File: config.mk
export PLATFORM = sky130hd
export DESIGN_NAME = ex_muldiv_unit
export DESIGN_NICKNAME = d
export VERILOG_FILES = /design/src/rtl/ex_muldiv_unit_pkg.sv /design/src/rtl/muldiv_sign_fix.sv /design/src/rtl/ex_muldiv_unit.sv
export SDC_FILE = /design/constraint.sdc
export NUM_CORES = 2
export LEC_CHECK = 0
export BUFFER_PORTS_ARGS = -buffer_cell sky130_fd_sc_hd__buf_2
export CAP_MARGIN = 20
export CORE_MARGIN = 2
export CORE_UTILIZATION = 35
export CTS_BUF_LIST = sky130_fd_sc_hd__clkbuf_16
export CTS_CLUSTER_SIZE = 12
export DETAILED_ROUTE_END_ITERATION = 7
export GPL_TIMING_DRIVEN = 0
export PLACE_DENSITY_LB_ADDON = 0.08
export RECOVER_POWER = 25
export SLEW_MARGIN = 40
export SYNTH_ARGS = -nofsm -noshare
export SYNTH_HDL_FRONTEND = slang
export SYNTH_HIERARCHICAL = 1
export SYNTH_SLANG_ARGS = --single-unit
File: constraint.sdc
create_clock -name clk -period 7.44 [get_ports clk]
set_input_delay 0.744 -clock clk [delete_from_list [all_inputs] [get_ports clk]]
set_output_delay 0.744 -clock clk [all_outputs]
set_load 0.05 [all_outputs]
File: src/rtl/ex_muldiv_unit_pkg.sv
// ----------------------------------------------------------------------------
// ex_muldiv_unit_pkg
// Shared types for the EX-stage multiply/divide unit.
//   muldiv_op_e    : M-extension op, encoded as funct3 of OP / OP-32
//   muldiv_state_e : iteration FSM states
//   MULDIV_XLEN    : datapath width (RV64)
//   op_is_div()    : funct3[2] separates divide/remainder from multiply
// ----------------------------------------------------------------------------
package ex_muldiv_unit_pkg;

    localparam int MULDIV_XLEN = 64;

    typedef enum logic [2:0] {
        OP_MUL    = 3'b000,
        OP_MULH   = 3'b001,
        OP_MULHSU = 3'b010,
        OP_MULHU  = 3'b011,
        OP_DIV    = 3'b100,
        OP_DIVU   = 3'b101,
        OP_REM    = 3'b110,
        OP_REMU   = 3'b111
    } muldiv_op_e;

    typedef enum logic [1:0] {
        ST_IDLE = 2'd0,
        ST_CALC = 2'd1,
        ST_FIX  = 2'd2,
        ST_DONE = 2'd3
    } muldiv_state_e;

    function automatic logic op_is_div(input logic [2:0] op);
        return op[2];
    endfunction

endpackage

File: src/rtl/muldiv_sign_fix.sv
// ----------------------------------------------------------------------------
// muldiv_sign_fix
// Combinational result formatting for the FIX state of ex_muldiv_unit:
// negates the magnitude result, selects the product half or the
// quotient/remainder, and sign-extends bit 31 for *W ops.
// Ports:
//   acc     in  2*XLEN  accumulator: product, or {remainder, quotient}
//   is_div  in  1       divide/remainder op
//   sel_hi  in  1       take the high product half (MULH*)
//   sel_rem in  1       take the remainder (REM*)
//   word    in  1       *W op
//   neg     in  1       result must be negated
//   result  out XLEN    formatted result
// ----------------------------------------------------------------------------
module muldiv_sign_fix #(
    parameter int XLEN = 64
) (
    input  logic [2*XLEN-1:0] acc,
    input  logic              is_div,
    input  logic              sel_hi,
    input  logic              sel_rem,
    input  logic              word,
    input  logic              neg,
    output logic [XLEN-1:0]   result
);

    logic [2*XLEN-1:0] prod;
    logic [2*XLEN-1:0] prod_s;
    logic [XLEN-1:0]   qr;
    logic [XLEN-1:0]   qr_s;
    logic [XLEN-1:0]   val;

    always_comb begin
        // A *W multiply runs 32 iterations, which leaves the product
        // shifted up by XLEN-32 bits in the accumulator.
        prod   = word ? (acc >> (XLEN - 32)) : acc;
        prod_s = neg ? -prod : prod;
        qr     = sel_rem ? acc[2*XLEN-1:XLEN] : acc[XLEN-1:0];
        qr_s   = neg ? -qr : qr;
        if (is_div) begin
            val = qr_s;
        end else begin
            val = sel_hi ? prod_s[2*XLEN-1:XLEN] : prod_s[XLEN-1:0];
        end
        result = word ? {{(XLEN-32){val[31]}}, val[31:0]} : val;
    end

endmodule

File: src/rtl/ex_muldiv_unit.sv
// ----------------------------------------------------------------------------
// ex_muldiv_unit
// Iterative RV64M multiply/divide unit in the EX stage. Multiplies by
// shift-add and divides by restoring division on operand magnitudes, one
// bit per cycle, then sign-corrects in FIX. Holds the upstream pipeline
// via stall_o while busy and pulses done_o for one cycle with the result.
// Optional build macro: MULDIV_FAST_MUL_EN -- multiplies use a single
// XLEN x XLEN product in one CALC cycle; divide is unchanged.
// Ports:
//   clk       in   1     clock
//   rst       in   1     asynchronous reset, active low
//   start_i   in   1     valid M-extension op in ID/EX
//   op_i      in   3     muldiv_op_e (funct3)
//   word_i    in   1     *W variant
//   rs1_i     in   XLEN  multiplicand / dividend
//   rs2_i     in   XLEN  multiplier / divisor
//   flush_i   in   1     abort any op in flight
//   stall_o   out  1     hold upstream pipeline registers
//   done_o    out  1     one-cycle result-valid pulse
//   result_o  out  XLEN  result, held until the next completion
// ----------------------------------------------------------------------------
module ex_muldiv_unit
    import ex_muldiv_unit_pkg::*;
#(
    parameter int XLEN  = MULDIV_XLEN,
    parameter int CNT_W = 7
) (
    input  logic            clk,
    input  logic            rst,
    input  logic            start_i,
    input  logic [2:0]      op_i,
    input  logic            word_i,
    input  logic [XLEN-1:0] rs1_i,
    input  logic [XLEN-1:0] rs2_i,
    input  logic            flush_i,
    output logic            stall_o,
    output logic            done_o,
    output logic [XLEN-1:0] result_o
);

    muldiv_state_e     state_q, state_d;
    logic [CNT_W-1:0]  cnt_q;
    logic [CNT_W-1:0]  load_cnt;
    logic [2*XLEN-1:0] acc_q;
    logic [XLEN-1:0]   opnd_q;
    logic [2:0]        op_q;
    logic              word_q;
    logic              neg_q;

    muldiv_op_e        op_in;
    logic              a_sgn, b_sgn, sa, sb;
    logic              div_in, div0, ovf, shortcut, accept, res_neg;
    logic [XLEN-1:0]   a_ext, b_ext, a_mag, b_mag, min_val;
    logic [XLEN:0]     div_rem, div_try;
    logic [2*XLEN-1:0] div_nxt, calc_nxt;
    logic [XLEN-1:0]   fix_result;

    // Operand decode for the acceptance cycle: extend, take magnitudes,
    // detect the divide shortcuts.
    always_comb begin
        op_in   = muldiv_op_e'(op_i);
        div_in  = op_is_div(op_i);
        a_sgn   = (op_in == OP_MULH) || (op_in == OP_MULHSU) ||
                  (op_in == OP_DIV)  || (op_in == OP_REM);
        b_sgn   = (op_in == OP_MULH) || (op_in == OP_DIV) || (op_in == OP_REM);
        if (word_i) begin
            a_ext   = {{(XLEN-32){a_sgn & rs1_i[31]}}, rs1_i[31:0]};
            b_ext   = {{(XLEN-32){b_sgn & rs2_i[31]}}, rs2_i[31:0]};
            min_val = {{(XLEN-31){1'b1}}, 31'b0};
        end else begin
            a_ext   = rs1_i;
            b_ext   = rs2_i;
            min_val = {1'b1, {(XLEN-1){1'b0}}};
        end
        sa       = a_sgn & a_ext[XLEN-1];
        sb       = b_sgn & b_ext[XLEN-1];
        a_mag    = sa ? -a_ext : a_ext;
        b_mag    = sb ? -b_ext : b_ext;
        div0     = div_in && (b_ext == '0);
        ovf      = div_in && a_sgn && (a_ext == min_val) && (b_ext == '1);
        shortcut = div0 || ovf;
        // Remainder follows the dividend; everything else uses sa ^ sb.
        res_neg  = (op_in == OP_REM) ? sa : (sa ^ sb);
        accept   = (state_q == ST_IDLE) && start_i && !flush_i;
`ifdef MULDIV_FAST_MUL_EN
        load_cnt = div_in ? (word_i ? CNT_W'(32) : CNT_W'(XLEN)) : CNT_W'(1);
`else
        load_cnt = word_i ? CNT_W'(32) : CNT_W'(XLEN);
`endif
    end

    // One CALC iteration. Restoring divide: shift left, trial-subtract the
    // divisor from the widened partial remainder, keep it if non-negative.
    always_comb begin
        div_rem = acc_q[2*XLEN-1:XLEN-1];
        div_try = div_rem - {1'b0, opnd_q};
        div_nxt = div_try[XLEN] ? {div_rem[XLEN-1:0], acc_q[XLEN-2:0], 1'b0}
                                : {div_try[XLEN-1:0], acc_q[XLEN-2:0], 1'b1};
    end

`ifdef MULDIV_FAST_MUL_EN
    logic [2*XLEN-1:0] fast_prod;

    always_comb begin
        fast_prod = {{XLEN{1'b0}}, opnd_q} * {{XLEN{1'b0}}, acc_q[XLEN-1:0]};
        // Align *W products like the iterative path so FIX is shared.
        calc_nxt  = op_q[2] ? div_nxt
                            : (word_q ? (fast_prod << (XLEN - 32)) : fast_prod);
    end
`else
    logic [XLEN:0]     mul_sum;
    logic [2*XLEN-1:0] mul_nxt;

    // Shift-add: add the multiplicand into the high half when the current
    // multiplier bit (acc[0]) is set, then shift the whole accumulator right.
    always_comb begin
        mul_sum  = {1'b0, acc_q[2*XLEN-1:XLEN]} +
                   (acc_q[0] ? {1'b0, opnd_q} : {(XLEN+1){1'b0}});
        mul_nxt  = {mul_sum, acc_q[XLEN-1:1]};
        calc_nxt = op_q[2] ? div_nxt : mul_nxt;
    end
`endif

    // Next state and handshake outputs.
    always_comb begin
        state_d = state_q;
        unique case (state_q)
            ST_IDLE: if (start_i) state_d = shortcut ? ST_FIX : ST_CALC;
            ST_CALC: if (cnt_q == CNT_W'(1)) state_d = ST_FIX;
            ST_FIX:  state_d = ST_DONE;
            ST_DONE: state_d = ST_IDLE;
            default: state_d = ST_IDLE;
        endcase
        if (flush_i) state_d = ST_IDLE;
        stall_o = ((state_q == ST_IDLE) && start_i && !flush_i) ||
                  (state_q == ST_CALC) || (state_q == ST_FIX);
        done_o  = (state_q == ST_DONE) && !flush_i;
    end

    always_ff @(posedge clk or negedge rst) begin
        if (!rst) begin
            state_q  <= ST_IDLE;
            cnt_q    <= '0;
            result_o <= '0;
        end else begin
            state_q <= state_d;
            if (flush_i) begin
                cnt_q <= '0;
            end else if (accept) begin
                cnt_q <= shortcut ? '0 : load_cnt;
            end else if (state_q == ST_CALC) begin
                cnt_q <= cnt_q - CNT_W'(1);
            end
            if ((state_q == ST_FIX) && !flush_i) begin
                result_o <= fix_result;
            end
        end
    end

    // Datapath registers are only meaningful after an accept, so they carry
    // no reset.
    always_ff @(posedge clk) begin
        if (accept) begin
            op_q   <= op_i;
            word_q <= word_i;
            neg_q  <= shortcut ? 1'b0 : res_neg;
            opnd_q <= div_in ? b_mag : a_mag;
            if (div0) begin
                acc_q <= {a_ext, {XLEN{1'b1}}};
            end else if (ovf) begin
                acc_q <= {{XLEN{1'b0}}, a_ext};
            end else if (div_in) begin
                // *W dividends start at the top of the low half so that
                // 32 iterations consume all of them.
                acc_q <= {{XLEN{1'b0}},
                          (word_i ? (a_mag << (XLEN - 32)) : a_mag)};
            end else begin
                acc_q <= {{XLEN{1'b0}}, b_mag};
            end
        end else if (state_q == ST_CALC) begin
            acc_q <= calc_nxt;
        end
    end

    muldiv_sign_fix #(
        .XLEN(XLEN)
    ) u_sign_fix (
        .acc    (acc_q),
        .is_div (op_q[2]),
        .sel_hi (!op_q[2] && (op_q[1:0] != 2'b00)),
        .sel_rem(op_q[2] && op_q[1]),
        .word   (word_q),
        .neg    (neg_q),
        .result (fix_result)
    );

endmodule

==> metrics.txt <==
Clock Latency Late Sink=0.65 ns; startpoint class of the critical path=flip-flop; first-pass GRT wire length=349000 um; Worst Path Buf+Inv=9; count leader, synth=a21oi_1; Max FO, Critical Path=19; Worst EP required=about 7.9 ns; post-layout power=0.0202 W; port bufs=198; outcome=finished, violations left; syn_area_per_cell=7.61 um^2; Boundary Pins=just over 200; core area=105000 um^2; grt total ovfl=0; relative slew slack=-100%; CTS tree=done; Post-synth EDFFs=197; leak pwr=around 15 nW; Power Density=between 400 and 500 nW/um^2; Final ANT Viol Nets=0; fill cell count=11.3k; Worst Hold Slack=0.450 ns; Post-synth ARST share=27.0%; Reg clk slew, reported paths=approximately 0.060 ns; RePlAce Congestion=1.12; Yosys warning count=6; Synth Flop Type=edfxtp_1; share of cells above drive strength 1=11.9%; Top Family by Delay on Critical Path=buffers and inverters; Area after DPL=about 40000 um^2; post-route cell area=41700 um^2; die width=329 um; post-synth cell types=about 110; antenna violations before repair=30; post-detail-place hpwl=211000 um; most area-consuming cells after synthesis=edfxtp_1, mux2i_1, a21oi_1, dfrtp_1, xnor2_1; final hold viol count=0; non-filler cells, final=roughly 6.6k; Seq/Total Area, Yosys=20.9%; Hold Path Class=input pin to flip-flop; cell chain of the critical path=buf_2 -> buf_2 -> buf_2 -> buf_4 -> buf_2 -> clkbuf_4 -> buf_6 -> buf_4 -> mux2i_1 -> ha_1 -> nor4bb_1 -> o21ai_1 -> nor4_4 -> buf_4 -> nand3_2 -> o31ai_2 -> xor2_1 -> o21ai_0 -> o21ai_0 -> mux2_2; clk sinks=270; clk_skew=0.0598 ns; Final #Nets=5403; Die ar.=108000 um^2; post-synth top area share=16.0%; routed via count=46.0k; Peak VDD IR=approximately 0.32 mV; max-slew violation count=55; htree depth=2; # setup viols final=4; Clock Tree Buf Depth=3; placed cells=6473; Syn Std Cell Area=37000 um^2; DR iter-0 viols=7555; Critical Path AT=8.00 ns; min Tclk post-route=7.50 ns; Root Driver=clkbuf_16; RSZ-0062 raised after global routing=false; violated checks=max-capacitance violations, max-slew violations, negative setup slack; Die H=329 um; PnR worst setup slack=-0.0631 ns; Max Freq=approximately 130 MHz; period utilization=101%; Layout Utilization=39.6%; number of global-route vias before repair=41.8k; syn_nets=a little over 5k; GRT Overall Usage=46.5%; Crit path largest cell delay=0.68 ns; gate count of the mapped netlist=4862; # DRC=0; largest net degree at the start of global routing=between 50 and 60; Avg WL per Cell=between 30 and 40 um; CP Class=flip-flop to flip-flop; Crit. End Element=flip-flop; CP dominant cell by count=buf_2; area growth from synthesis to layout=12.6%; Worst Tran Pin Value=3.00 ns; Starting Density=a little over a third; Rows=between 100 and 150; vias per cell=7.01; number of synthesized register bits=270; area leader, netlist=edfxtp_1; Slowest cell on crit path=o31ai_2; Max Cap Viol=1; CTS Buf Count=36; Post-synth top cells=a21oi_1, nor2_1, nand2_1; drt first pass iters=8; final WL=262000 um
==> worst paths after layout <==
path	start	end	slack (ns)	cells past startpoint
setup / recovery	word_q	result_o[0]	-0.06	20
hold / removal	word_i	word_q	0.45	1
setup reg to reg	word_q	result_o[0]	-0.06	20
hold reg to reg	result_o[45]	result_o[45]	0.50	1
max in group asynchronous	rst	state_q[0]	3.14	3
min in group asynchronous	rst	result_o[41]	0.84	2
==> cells in the final DEF (no fill, tap or decap), drive strengths merged, types with 92 or more instances in the layout <==
master,Yosys,final
nor3,189,189
nand2,354,354
clkbuf,296,404
inv,133,141
xor2,159,159
nand3,95,95
mux2,104,104
nor4,92,92
o21ai,339,339
mux2i,223,223
edfxtp,197,197
xnor2,199,199
and2,101,101
nor2,439,439
a21oi,441,441
buf,80,232
ha,139,139
==> logic make-up (layout without fill, tap and decap cells) <==
group	count (synthesis)	count (layout)	share of synthesized area, %
adders and majority gates	141	141	4.81
DFF	270	270	20.9
AOI/OAI and AO/OA	1528	1528	26.7
xor gates and xnor gates	358	358	8.48
buffers and inverters	513	803	5.53
muxes	329	329	9.32
and+or+nand+nor	1723	1723	24.3
other	0	18	0
==> stage by stage <==
stage / setup WS [ns] / setup TNS [ns]
after global placement: -3.99 / -379.98
final: -0.0631 / -0.132
after CTS: 0.0552 / 0
after global routing: 0.00716 / 0
after detailed placement: -2.43 / -54.41
after floorplan: 1.44 / 0
==> layout make-up <==
class / count / area (um^2) / area share [%]
clock buffer: 36 / 901 / 2.16
sequential: 270 / 7740 / 18.6
buffer: 370 / 1660 / 3.99
clock inverter: 28 / 248 / 0.595
antenna: 18 / 45.0 / 0.108
tap: 1391 / 1740 / 4.18
multi-input combinational: 4079 / 27500 / 66.1
timing repair buffer: 232 / 1280 / 3.08
inverter: 137 / 514 / 1.23
==> per-layer routing <==
layer  vias to the layer above  wire length, um  track usage (%)
li1                      18800                -                -
met1                     22500           107000             63.3
met2                      3773            98000             61.9
met3                       870            38300             18.6
met4                        16            17800             24.7
met5                         -              236            0.826
==> flip-flops by register name, summed over array words and instances (netlist names) <==
register  count
acc_q       128
opnd_q       64
result_o     64
cnt_q         7
op_q          3
state_q       2
neg_q         1
word_q        1
==> report_power, final <==
part / total (W) / internal, W / switching (W)
combinational: 0.0145 / 0.00440 / 0.0101
sequential: 0.00393 / 0.00257 / 0.00136
clock: 0.00179 / 0.000992 / 0.000801
==> what timing repair did <==
action                                  4_1_cts  5_1_grt
gates cloned                                  0        0
hold endpoints to repair                     19        0
setup buffers                                 7        2
pin swaps                                     2        1
endpoints found under the setup margin       33       12
hold buffers                                  1        0
gates resized for setup                      19        3
==> worst register-to-register path, stage by stage, from the launching register on <==
cell	delay [ns]
edfxtp_1	0.41
buf_2	0.38
buf_2	0.40
buf_2	0.44
buf_4	0.35
buf_2	0.33
clkbuf_4	0.37
buf_6	0.33
buf_4	0.42
mux2i_1	0.30
ha_1	0.22
nor4bb_1	0.47
o21ai_1	0.33
nor4_4	0.28
buf_4	0.20
nand3_2	0.41
o31ai_2	0.69
xor2_1	0.33
o21ai_0	0.28
o21ai_0	0.16
mux2_2	0.31
No activity file was read; power rests on OpenSTA's default activity.
